--- src/rtl/mmio_bus_ctrl_pkg.sv ---
// Shared definitions for the MMIO bus controller: access type, FSM state,
// slave address map and the value returned on an errored access.
// Ports: none (package).
package mmio_bus_ctrl_pkg;

  // Zero is a read; every non-zero encoding is a write of some width.
  typedef enum logic [2:0] {
    STORE_NONE  = 3'd0,
    STORE_BYTE  = 3'd1,
    STORE_HALF  = 3'd2,
    STORE_WORD  = 3'd3,
    STORE_DWORD = 3'd4
  } mem_store_type_t;

  typedef enum logic [1:0] {
    IDLE = 2'd0,
    REQ  = 2'd1,
    RESP = 2'd2,
    ERR  = 2'd3
  } bus_state_t;

  // Address map. Slave 3 is a 64 KiB window overlapping slaves 0..2, so
  // lowest-index-wins decides the overlap. Slots 4..7 use a zero mask with
  // a non-zero base: they can never match and are harmless padding.
  localparam int MMIO_MAX_SLAVES = 8;

  localparam logic [63:0] MMIO_BASE [MMIO_MAX_SLAVES] = '{
    64'h0000_0000_1000_0000,
    64'h0000_0000_1000_1000,
    64'h0000_0000_1000_2000,
    64'h0000_0000_1000_0000,
    64'h0000_0000_0000_0001,
    64'h0000_0000_0000_0001,
    64'h0000_0000_0000_0001,
    64'h0000_0000_0000_0001
  };

  localparam logic [63:0] MMIO_MASK [MMIO_MAX_SLAVES] = '{
    64'hFFFF_FFFF_FFFF_F000,
    64'hFFFF_FFFF_FFFF_F000,
    64'hFFFF_FFFF_FFFF_E000,
    64'hFFFF_FFFF_FFFF_0000,
    64'h0000_0000_0000_0000,
    64'h0000_0000_0000_0000,
    64'h0000_0000_0000_0000,
    64'h0000_0000_0000_0000
  };

  localparam logic [63:0] ERR_RDATA = 64'hFFFF_FFFF_FFFF_FFFF;

  function automatic logic addr_match(input logic [63:0] addr, input int idx);
    return (addr & MMIO_MASK[idx]) == MMIO_BASE[idx];
  endfunction

endpackage

--- src/rtl/mmio_bus_ctrl_rr_arbiter2.sv ---
// Two-way round-robin arbiter: grants a lone requester, on a tie grants the
// one not granted last. Ports: clock/reset, req[1:0], update (commit grant),
// grant[1:0] (combinational, one-hot or zero).
module rr_arbiter2 (
  input  logic       clock,
  input  logic       reset,
  input  logic [1:0] req,
  input  logic       update,
  output logic [1:0] grant
);

  // Reset to "m1 granted last" so m0 wins the first tie.
  logic last_m1_q;

  always_comb begin
    grant[0] = req[0] & (~req[1] | last_m1_q);
    grant[1] = req[1] & (~req[0] | ~last_m1_q);
  end

  always_ff @(posedge clock) begin
    if (reset) begin
      last_m1_q <= 1'b1;
    end else if (update && (|grant)) begin
      last_m1_q <= grant[1];
    end
  end

endmodule

--- src/rtl/mmio_bus_ctrl.sv ---
// Two-master MMIO bus controller: arbitrates, decodes to one of NUM_SLAVES
// slaves, waits for ack with a timeout, returns data or a bus error.
// Ports: m0_*/m1_* master request/response, s_* slave side, bus_error/err_addr.
module mmio_bus_ctrl
  import mmio_bus_ctrl_pkg::*;
#(
  parameter int TIMEOUT_CYCLES = 16,
  parameter int NUM_SLAVES     = 4
) (
  input  logic                        clock,
  input  logic                        reset,
  input  logic                        m0_valid,
  input  logic [63:0]                 m0_addr,
  input  logic [63:0]                 m0_wdata,
  input  mem_store_type_t             m0_store_type,
  output logic                        m0_ready,
  output logic [63:0]                 m0_rdata,
  input  logic                        m1_valid,
  input  logic [63:0]                 m1_addr,
  input  logic [63:0]                 m1_wdata,
  input  mem_store_type_t             m1_store_type,
  output logic                        m1_ready,
  output logic [63:0]                 m1_rdata,
  output logic [NUM_SLAVES-1:0]       s_valid,
  output logic [63:0]                 s_addr,
  output logic [63:0]                 s_wdata,
  output mem_store_type_t             s_store_type,
  input  logic [NUM_SLAVES-1:0]       s_ack,
  input  logic [NUM_SLAVES-1:0][63:0] s_rdata,
  output logic                        bus_error,
  output logic [63:0]                 err_addr
);

  localparam int CW = $clog2(TIMEOUT_CYCLES + 1);

  bus_state_t             state_q, state_d;
  logic                   owner_q;        // 1: transaction belongs to m1
  logic [63:0]            addr_q, wdata_q, rdata_q, err_addr_q;
  mem_store_type_t        st_q;
  logic [NUM_SLAVES-1:0]  sel_q;
  logic [CW-1:0]          cnt_q;

  logic [1:0]             grant;
  logic                   arb_update;
  logic [63:0]            req_addr;
  logic [NUM_SLAVES-1:0]  dec_sel;
  logic                   ack_hit;
  logic                   timeout;
  logic [63:0]            ack_data;
  logic                   done;

  rr_arbiter2 u_arb (
    .clock  (clock),
    .reset  (reset),
    .req    ({m1_valid, m0_valid}),
    .update (arb_update),
    .grant  (grant)
  );

  assign req_addr = grant[1] ? m1_addr : m0_addr;

  // Walk from the top index down so the lowest matching slave is left in dec_sel.
  always_comb begin
    dec_sel = '0;
    for (int i = NUM_SLAVES - 1; i >= 0; i--) begin
      if (addr_match(req_addr, i)) begin
        dec_sel    = '0;
        dec_sel[i] = 1'b1;
      end
    end
  end

  always_comb begin
    ack_data = '0;
    for (int i = 0; i < NUM_SLAVES; i++) begin
      if (sel_q[i]) ack_data = s_rdata[i];
    end
  end

  // Acks from slaves other than the selected one are masked off.
  assign ack_hit = |(s_ack & sel_q);
  assign timeout = (cnt_q == CW'(TIMEOUT_CYCLES - 1));

  // Next state and outputs; outputs depend on registered state only.
  always_comb begin
    state_d    = state_q;
    arb_update = 1'b0;
    case (state_q)
      IDLE: begin
        if (|grant) begin
          arb_update = 1'b1;
          state_d    = (|dec_sel) ? REQ : ERR;
        end
      end
      REQ: begin
        if (ack_hit)      state_d = RESP;
        else if (timeout) state_d = ERR;
      end
      RESP:    state_d = IDLE;
      ERR:     state_d = IDLE;
      default: state_d = IDLE;
    endcase

    done         = (state_q == RESP) || (state_q == ERR);
    m0_ready     = done & ~owner_q;
    m1_ready     = done &  owner_q;
    m0_rdata     = (done & ~owner_q) ? rdata_q : '0;
    m1_rdata     = (done &  owner_q) ? rdata_q : '0;
    s_valid      = (state_q == REQ) ? sel_q : '0;
    s_addr       = addr_q;
    s_wdata      = wdata_q;
    s_store_type = st_q;
    bus_error    = (state_q == ERR);
    err_addr     = err_addr_q;
  end

  always_ff @(posedge clock) begin
    if (reset) begin
      state_q    <= IDLE;
      owner_q    <= 1'b0;
      addr_q     <= '0;
      wdata_q    <= '0;
      st_q       <= STORE_NONE;
      sel_q      <= '0;
      cnt_q      <= '0;
      rdata_q    <= '0;
      err_addr_q <= '0;
    end else begin
      state_q <= state_d;
      case (state_q)
        IDLE: begin
          if (arb_update) begin
            owner_q <= grant[1];
            addr_q  <= req_addr;
            wdata_q <= grant[1] ? m1_wdata : m0_wdata;
            st_q    <= grant[1] ? m1_store_type : m0_store_type;
            sel_q   <= dec_sel;
            cnt_q   <= '0;
            if (~|dec_sel) begin
              rdata_q    <= ERR_RDATA;
              err_addr_q <= req_addr;
            end
          end
        end
        REQ: begin
          cnt_q <= cnt_q + CW'(1);
          if (ack_hit) begin
            // Writes complete with zero read data.
            rdata_q <= (st_q == STORE_NONE) ? ack_data : '0;
          end else if (timeout) begin
            rdata_q    <= ERR_RDATA;
            err_addr_q <= addr_q;
          end
        end
        default: ;
      endcase
    end
  end

endmodule
--- config.mk ---
export PLATFORM = sky130hd
export DESIGN_NAME = mmio_bus_ctrl
export DESIGN_NICKNAME = d
export VERILOG_FILES = /design/src/rtl/mmio_bus_ctrl_pkg.sv /design/src/rtl/mmio_bus_ctrl_rr_arbiter2.sv /design/src/rtl/mmio_bus_ctrl.sv
export SDC_FILE = /design/constraint.sdc
export NUM_CORES = 1
export LEC_CHECK = 0
export ABC_AREA = 1
export CAP_MARGIN = 20
export CORE_AREA = 5 5 330 332
export CTS_CLUSTER_SIZE = 25
export DETAILED_ROUTE_END_ITERATION = 12
export DIE_AREA = 0 0 335 337
export GPL_TIMING_DRIVEN = 1
export PLACE_DENSITY = 0.42
export SETUP_SLACK_MARGIN = 0.5
export SLEW_MARGIN = 20
export SYNTH_ARGS = -nofsm -noshare
export SYNTH_HDL_FRONTEND = slang
export SYNTH_SLANG_ARGS = --single-unit
--- constraint.sdc ---
create_clock -name clock -period 2.7 [get_ports clock]
set_input_delay 0.54 -clock clock [delete_from_list [all_inputs] [get_ports clock]]
set_output_delay 0.54 -clock clock [all_outputs]
set_load 0.05 [all_outputs]
Word level (Yosys, flattened, before mapping):

Index checks and enable logic that the tools add are counted.

* register bits: 272
* bits in latches: 0
* memory bits (writable): 0
* ROM bits: 0
* bits of input ports: 526
* output and inout bits: 330
* word-level logic and storage cells: 84
* memories: 0

* add/subtract/negate cells: 1
* multiply operators: 0
* div/mod/pow operators: 0
* magnitude comparators: 0
* eq/ne operators: 14
* shifts and indexed selects: 0
* mux-type cells: 34
* bitwise logic cells: 11
* reductions and logical operators: 14

Operators with widths (count)
* 64-bit two-way mux: 17
* 64-bit one-hot mux with 2 select lines: 2
* 52-bit by 17-bit == test with 1-bit output, second input constant: 2
* 51-bit by 16-bit == test with 1-bit output, second input constant: 1
* 48-bit by 13-bit == test with 1-bit output, second input constant: 1
* 4-bit two-way mux: 5
* 5-bit one-hot mux with 2 select lines: 1
* 2-bit two-way mux: 4
* 2-bit != test, second input constant: 4
* 4-bit OR reduction: 2
* 2-bit one-hot mux with 3 select lines: 1
* 2-bit AND reduction: 3
* 5-bit by 1-bit adder with 5-bit output, second input constant: 1
* 5-bit by 4-bit == test with 1-bit output, second input constant: 1
* 5-bit two-way mux: 1
* 5-bit AND reduction: 1
* 1-bit bitwise AND: 4
* 4-bit bitwise AND: 1
* 2-bit == test, second input constant: 2
* 1-bit NOT: 4
* 4-bit AND reduction: 1
* 2-bit OR reduction: 2
* 3-bit zero test: 1
* 3-bit two-way mux: 1
* 9 further kinds: 11

Depth between registers and ports, before layout:

Gate-level depths: netlist (run 1).

* word-level depth: 13
* mapped depth: 21
* depth with buffers taken out: 18

Cells and area by module:

From an unflattened synthesis (run 1), not the netlist that was laid out.

* cell total of the unflattened synthesis: 2213
* area, all modules: 14512.7 um^2

Modules (own cells, without submodules)
* mmio_bus_ctrl: instances 1, cells each 2204, area an instance 14452.6 um^2, seq. area each 5425.2 um^2
* rr_arbiter2: instances 1, cells each 9, area an instance 60.1 um^2, seq. area each 20.0 um^2

Worst setup path after synthesis (run 1):

OpenSTA, ideal clock, no wires.

* path type: register -> output
* from: reg state_q[1]
* to: out m0_rdata[10]
* arrival: 2249 ps
* data required time: 2160 ps
* setup slack: -89 ps
* cell stages (with the launch flop): 6
* buffers on the path: 1
* cells stage by stage: dfxtp_1 > inv_1 > nor2_1 > inv_2 > clkbuf_1 > nor2_1

* longest elaborated chain between the ends: 4
* elaborated cells on any way between the ends: 5
* those cells by class: 2 x eq/ne; 1 x mux; 1 x bitwise; 1 x reduce/logical

Ends and longest elaborated chain
* from (decl): line mmio_bus_ctrl.sv:36 `bus_state_t state_q, state_d;`
* from (signal assigned): line mmio_bus_ctrl.sv:129 `state_q <= state_d;`
* 2-bit == test: line mmio_bus_ctrl.sv:104 `done = (state_q == RESP) || (state_q == ERR);`
* 1-bit logical OR *: line mmio_bus_ctrl.sv:104
* 1-bit bitwise AND *
* via m0_ready: line mmio_bus_ctrl.sv:16 `output logic m0_ready,`
* 64-bit two-way mux *: line mmio_bus_ctrl.sv:107 `m0_rdata = (done & ~owner_q) ? rdata_q : '0;`
* to (decl): line mmio_bus_ctrl.sv:17 `output logic [63:0] m0_rdata,`

Mark *: on every way through the listed nets, which the timed path passes. The rest lies on a longest branch.

Final worst setup path (run 1):

* from: reg u_arb.last_m1_q
* to: reg err_addr_q[54], in the netlist err_addr[54]

* longest elaborated chain between the ends: 12
* elaborated cells on any way between the ends: 24
* those cells by class: 6 x eq/ne; 10 x mux; 5 x bitwise; 3 x reduce/logical

Ends and longest elaborated chain
* from (decl): line mmio_bus_ctrl_rr_arbiter2.sv:13 `logic last_m1_q;`
* from (signal assigned): line mmio_bus_ctrl_rr_arbiter2.sv:24 `last_m1_q <= grant[1];`
* 1-bit NOT: line mmio_bus_ctrl_rr_arbiter2.sv:17 `grant[1] = req[1] & (~req[0] | ~last_m1_q);`
* 1-bit OR: line mmio_bus_ctrl_rr_arbiter2.sv:17
* 1-bit bitwise AND: line mmio_bus_ctrl_rr_arbiter2.sv:17
* 64-bit two-way mux: line mmio_bus_ctrl.sv:60 `assign req_addr = grant[1] ? m1_addr : m0_addr;`
* 48-bit by 13-bit == test with 1-bit output: line mmio_bus_ctrl_pkg.sv:52 `return (addr & MMIO_MASK[idx]) == MMIO_BASE[idx];`
* 4-bit two-way mux (4 in series): line mmio_bus_ctrl.sv:66 `if (addr_match(req_addr, i)) begin`
* 4-bit OR reduction: line mmio_bus_ctrl.sv:139 `if (~|dec_sel) begin`
* 2-bit != test (no source line)
* 5-bit AND reduction (no source line)
* to (signal assigned): line mmio_bus_ctrl.sv:141 `err_addr_q <= req_addr;`
* to (signal assigned): line mmio_bus_ctrl.sv:152 `err_addr_q <= addr_q;`
* to (decl): line mmio_bus_ctrl.sv:38 `logic [63:0] addr_q, wdata_q, rdata_q, err_addr_q;`

Several ways; a longest one is shown, not always the timed one. The select of a mux whose other input is x is not followed.
A chain may end at the register's enable or synchronous reset.

==> results of run 1 <==
power groups by stage:
stage	logic (mW)	registers [mW]	clock network, mW
2_1_floorplan	3.85	7.49	0
3_3_place_gp	10.7	5.39	0
3_5_place_dp	10.6	5.41	0
4_1_cts	11.4	5.34	5.56
5_1_grt	12.9	5.44	5.68
6_report	12.1	5.34	5.35
worst register-to-register path: cells and delay by family (launching register included):
kind | cells | cell delay, ns
flops | 1 | 0.36
compound gates | 1 | 0.16
buf+inv | 6 | 0.75
simple gates | 12 | 1.37
cells in the mapped netlist, drive strengths merged:
cell / count
a211oi: 36
o21ai: 236
o221ai: 1
inv: 216
or3: 1
nand3b: 11
clkinv: 1
mux2i: 12
a22oi: 53
o22ai: 1
a22o: 1
clkbuf: 145
a221oi: 12
nor3: 4
buf: 46
nand3: 33
nor2: 358
a31oi: 69
a21o: 1
nand4: 2
a21oi: 155
ha: 2
o211ai: 65
nand2: 614
dfxtp: 272
per-layer routing:
| layer | routed length, um | vias up | part of all wire, % | track usage [%] |
|---|---|---|---|---|
| met5 | 98 | - | 0.097 | 0 |
| li1 | - | 9580 | - | - |
| met3 | 7890 | 103 | 7.8 | 5.14 |
| met1 | 42600 | 8848 | 42 | 19.7 |
| met2 | 48400 | 649 | 48 | 27.0 |
| met4 | 2250 | 16 | 2.2 | 3.82 |
stage by stage:
| stage | setup TNS, ns | instance area, sq um |
|---|---|---|
| after floorplan | 0 | 15300 |
| after detailed placement | -135.43 | 27200 |
| final | 0 | 30900 |
| after CTS | 0 | 29300 |
| after global routing | -6.42 | 30900 |
| after global placement | -124.38 | 27200 |
how the worst max path moves through the flow:
stage	start	endpoint	slack (ns)	cells after the start
after floorplan	state_q[1]$_SDFFE_PP0P_	m0_rdata[16]	0.41	5
after global placement	m0_valid	err_addr[54]$_SDFFE_PP0P_	-0.87	19
after detailed placement	m0_valid	err_addr[15]$_SDFFE_PP0P_	-0.94	19
after CTS	u_arb.last_m1_q$_SDFFE_PP1P_	err_addr[54]$_SDFFE_PP0P_	0.05	22
after global routing	u_arb.last_m1_q$_SDFFE_PP1P_	err_addr[15]$_SDFFE_PP0P_	-0.09	20
final	u_arb.last_m1_q$_SDFFE_PP1P_	err_addr[54]$_SDFFE_PP0P_	0.01	19
layout by cell type (no fill, tap or decap), drive strengths merged, types with 2 or more instances in the layout:
master	n
a211oi	36
nand4	2
dlymetal6s2s	35
dfxtp	272
diode	5
clkinvlp	3
o21ai	236
clkdlybuf4s50	682
clkbuf	69
a31oi	69
nor3	4
a21oi	155
nand2	615
buf	354
a22oi	53
mux2i	12
clkinv	13
nand3	33
ha	2
a221oi	12
bufinv	2
o211ai	65
nand3b	11
nor2	358
inv	216
registers in the layout, indices dropped and copies added, names as in the netlist:
signal	flops
cnt_q	5
err_addr	64
owner_q	1
rdata_q	64
s_addr	64
s_store_type	3
s_wdata	64
sel_q	4
state_q	2
u_arb.last_m1_q	1
area by class of cell:
cell class,count,area share [%]
tap,1403,5.68
inverter,217,2.81
clock inverter,15,0.457
clock buffer,56,3.79
multi-input combinational,1668,28.9
antenna,5,0.0405
timing repair inverter,2,0.105
sequential,272,17.7
timing repair buffer,1085,40.5
cell families (layout without fill, tap and decap cells):
logic type,Yosys count,in the layout
buffers and inverters,408,1375
muxes,12,12
other,0,5
adders and majority gates,2,2
DFF,272,272
AOI/OAI and AO/OA,630,630
and+or+nand+nor,1023,1024
repair_timing:
action	4_1_cts	5_1_grt
gates resized for setup	102	276
setup endpoints to repair	509	508
cloned	10	15
hold buffers	0	0
setup buffers	24	24
pin swaps	20	53
==> metrics.txt, run 1 <==
status complete, no violations; sw power between 10 and 15 mW; worst hold path class in2reg; Synth Area in Compound Gates between 20 and 25%; layout cells sized above 1 19.6%; CTS buffer count a little over 40; Die Wd roughly 340 um; number of DRC markers in iteration 0 about 900; final hold viol count 0; die height 337 um; synthesized area per cell ~6.4 sq um; Crit Reg-Reg Endpoint err_addr[54]$_SDFFE_PP0P_; cells after synthesis 2347; Final period util 99.5%; overall power approximately 23 mW; post-synthesis adder-cell area fraction less than 1%; DP Wirelength 74.5 mm; sequential power share 23.5%; WP data required around 3.2 ns; Int Pwr about 13 mW; Peak VDD IR about 0.46 mV; clk_lat worst skew ~0.6 ns; vias per cell a little over 4; WP buf/inv 6; Worst-path clk slew 0.06 ns; post-synthesis mux area share 0.806%; crit-path max FO 6; antenna violations before repair 16; # setup viols final 0; Mapped Area roughly 0.015 sq mm; H-tree depth 2; RePlAce Congestion between 0.8 and 0.9; Relative slew margins about two fifths; startpoint class of the critical path flop; hold path startpoint reset; dominant combinational cell family by area after synthesis simple AND/OR/NAND/NOR gates; Final nets roughly 3800; PwrDens 736 mW/mm^2; via count about 19000; Max-Cap Viols 0; clock root buffer clkbuf_16; r2r setup slk approximately 0.013 ns; Syn Nets roughly 2900; final worst setup slack around 0.013 ns; dpl cells between 4000 and 5000; unrepaired setup endpoints after global routing yes; Slowest cell on crit path dfxtp_4; routed wire length a little over 100 mm; total grt overflow 0; Seq/Total Area, Yosys a little over a third; fmax approximately 370 MHz; CP top delay family simple AND/OR/NAND/NOR gates; # DRC 0; CP peak stage delay approximately 0.36 ns; TritonRoute pass-1 iters 5; Sink Count roughly 270; Port Buf Inserts about 860; post-layout util 29.2%; Ys Warns 0; post-synthesis register bit count 272; cells on worst reg2reg path 19; full die area between 0.1 and 0.15 sq mm; I/O pin total around 860; area occupied by multi-input gates just under 0.009 sq mm; cell taking the most area after synthesis dfxtp_1; Slew Viols, Final 0; Hold Slack 0.440 ns; Cell Count, Final, Fillers Out between 4000 and 5000; Synth Area in XOR/XNOR 0%; Total Routing Usage GR 15.9%; Tightest Pin Transition 0.928 ns; worst path cell trace nand2_8 > nand2_8 > buf_12 > buf_8 > o21ai_4 > nand4_1 > nor2_2 > nand2_1 > nor2_2 > nor2_1 > nand2_1 > nand2_2 > nand2_4 > buf_6 > buf_8 > buf_12 > buf_16 > nor2_4 > nor2_2; clock power share a little under a quarter; Yosys top cell area share 36.5%; Worst Hold Path EP err_addr[30]$_SDFFE_PP0P_; layout overhead on the synthesized area 107%; fill count 11500; Core Area between 0.1 and 0.15 sq mm; Switching Fraction between 40 and 50%; min Tclk post-route about 2.7 ns; Initial Util between 10% and 20%; simple-gate share of the synthesized area between 20% and 30%; first-pass GRT wire length 133 mm; TritonCTS clock tree done; number of global-route vias before repair around 19000; Routed Antenna Nets 0; CP Class reg2reg; largest net degree at the start of global routing 85; Worst Skew roughly 0.019 ns; Critical Path End Type flop; Cell variety after synth 33; CP most frequent cell nor2_2; Max Buffers Root-to-Sink 3; largest cells by area after synthesis dfxtp_1 (37%), nand2_1 (15%), nor2_1 (9.0%); Storage cell area around 0.0055 sq mm; Comb power frac 53.0%; Worst EP arrival around 3.2 ns; wire per inst roughly 21 um; worst hold path depth 4; pre-CTS setup slack -0.942 ns; LEAKAGE roughly 13 nW; Rows 120; RR Startpoint u_arb.last_m1_q$_SDFFE_PP1P_
Power figures use the tool's default switching activity.
==> inputs of run 2 (changes only) <==
--- a/config.mk
+++ b/config.mk
@@ -11,10 +11,9 @@
 export CTS_CLUSTER_SIZE = 25
 export DETAILED_ROUTE_END_ITERATION = 12
 export DIE_AREA = 0 0 335 337
-export GPL_TIMING_DRIVEN = 1
 export PLACE_DENSITY = 0.42
 export SETUP_SLACK_MARGIN = 0.5
-export SLEW_MARGIN = 20
+export SLEW_MARGIN = 30
 export SYNTH_ARGS = -nofsm -noshare
 export SYNTH_HDL_FRONTEND = slang
 export SYNTH_SLANG_ARGS = --single-unit
==> results of run 2 <==
The final DEF is identical to that of run 1; final timing and power are the same.
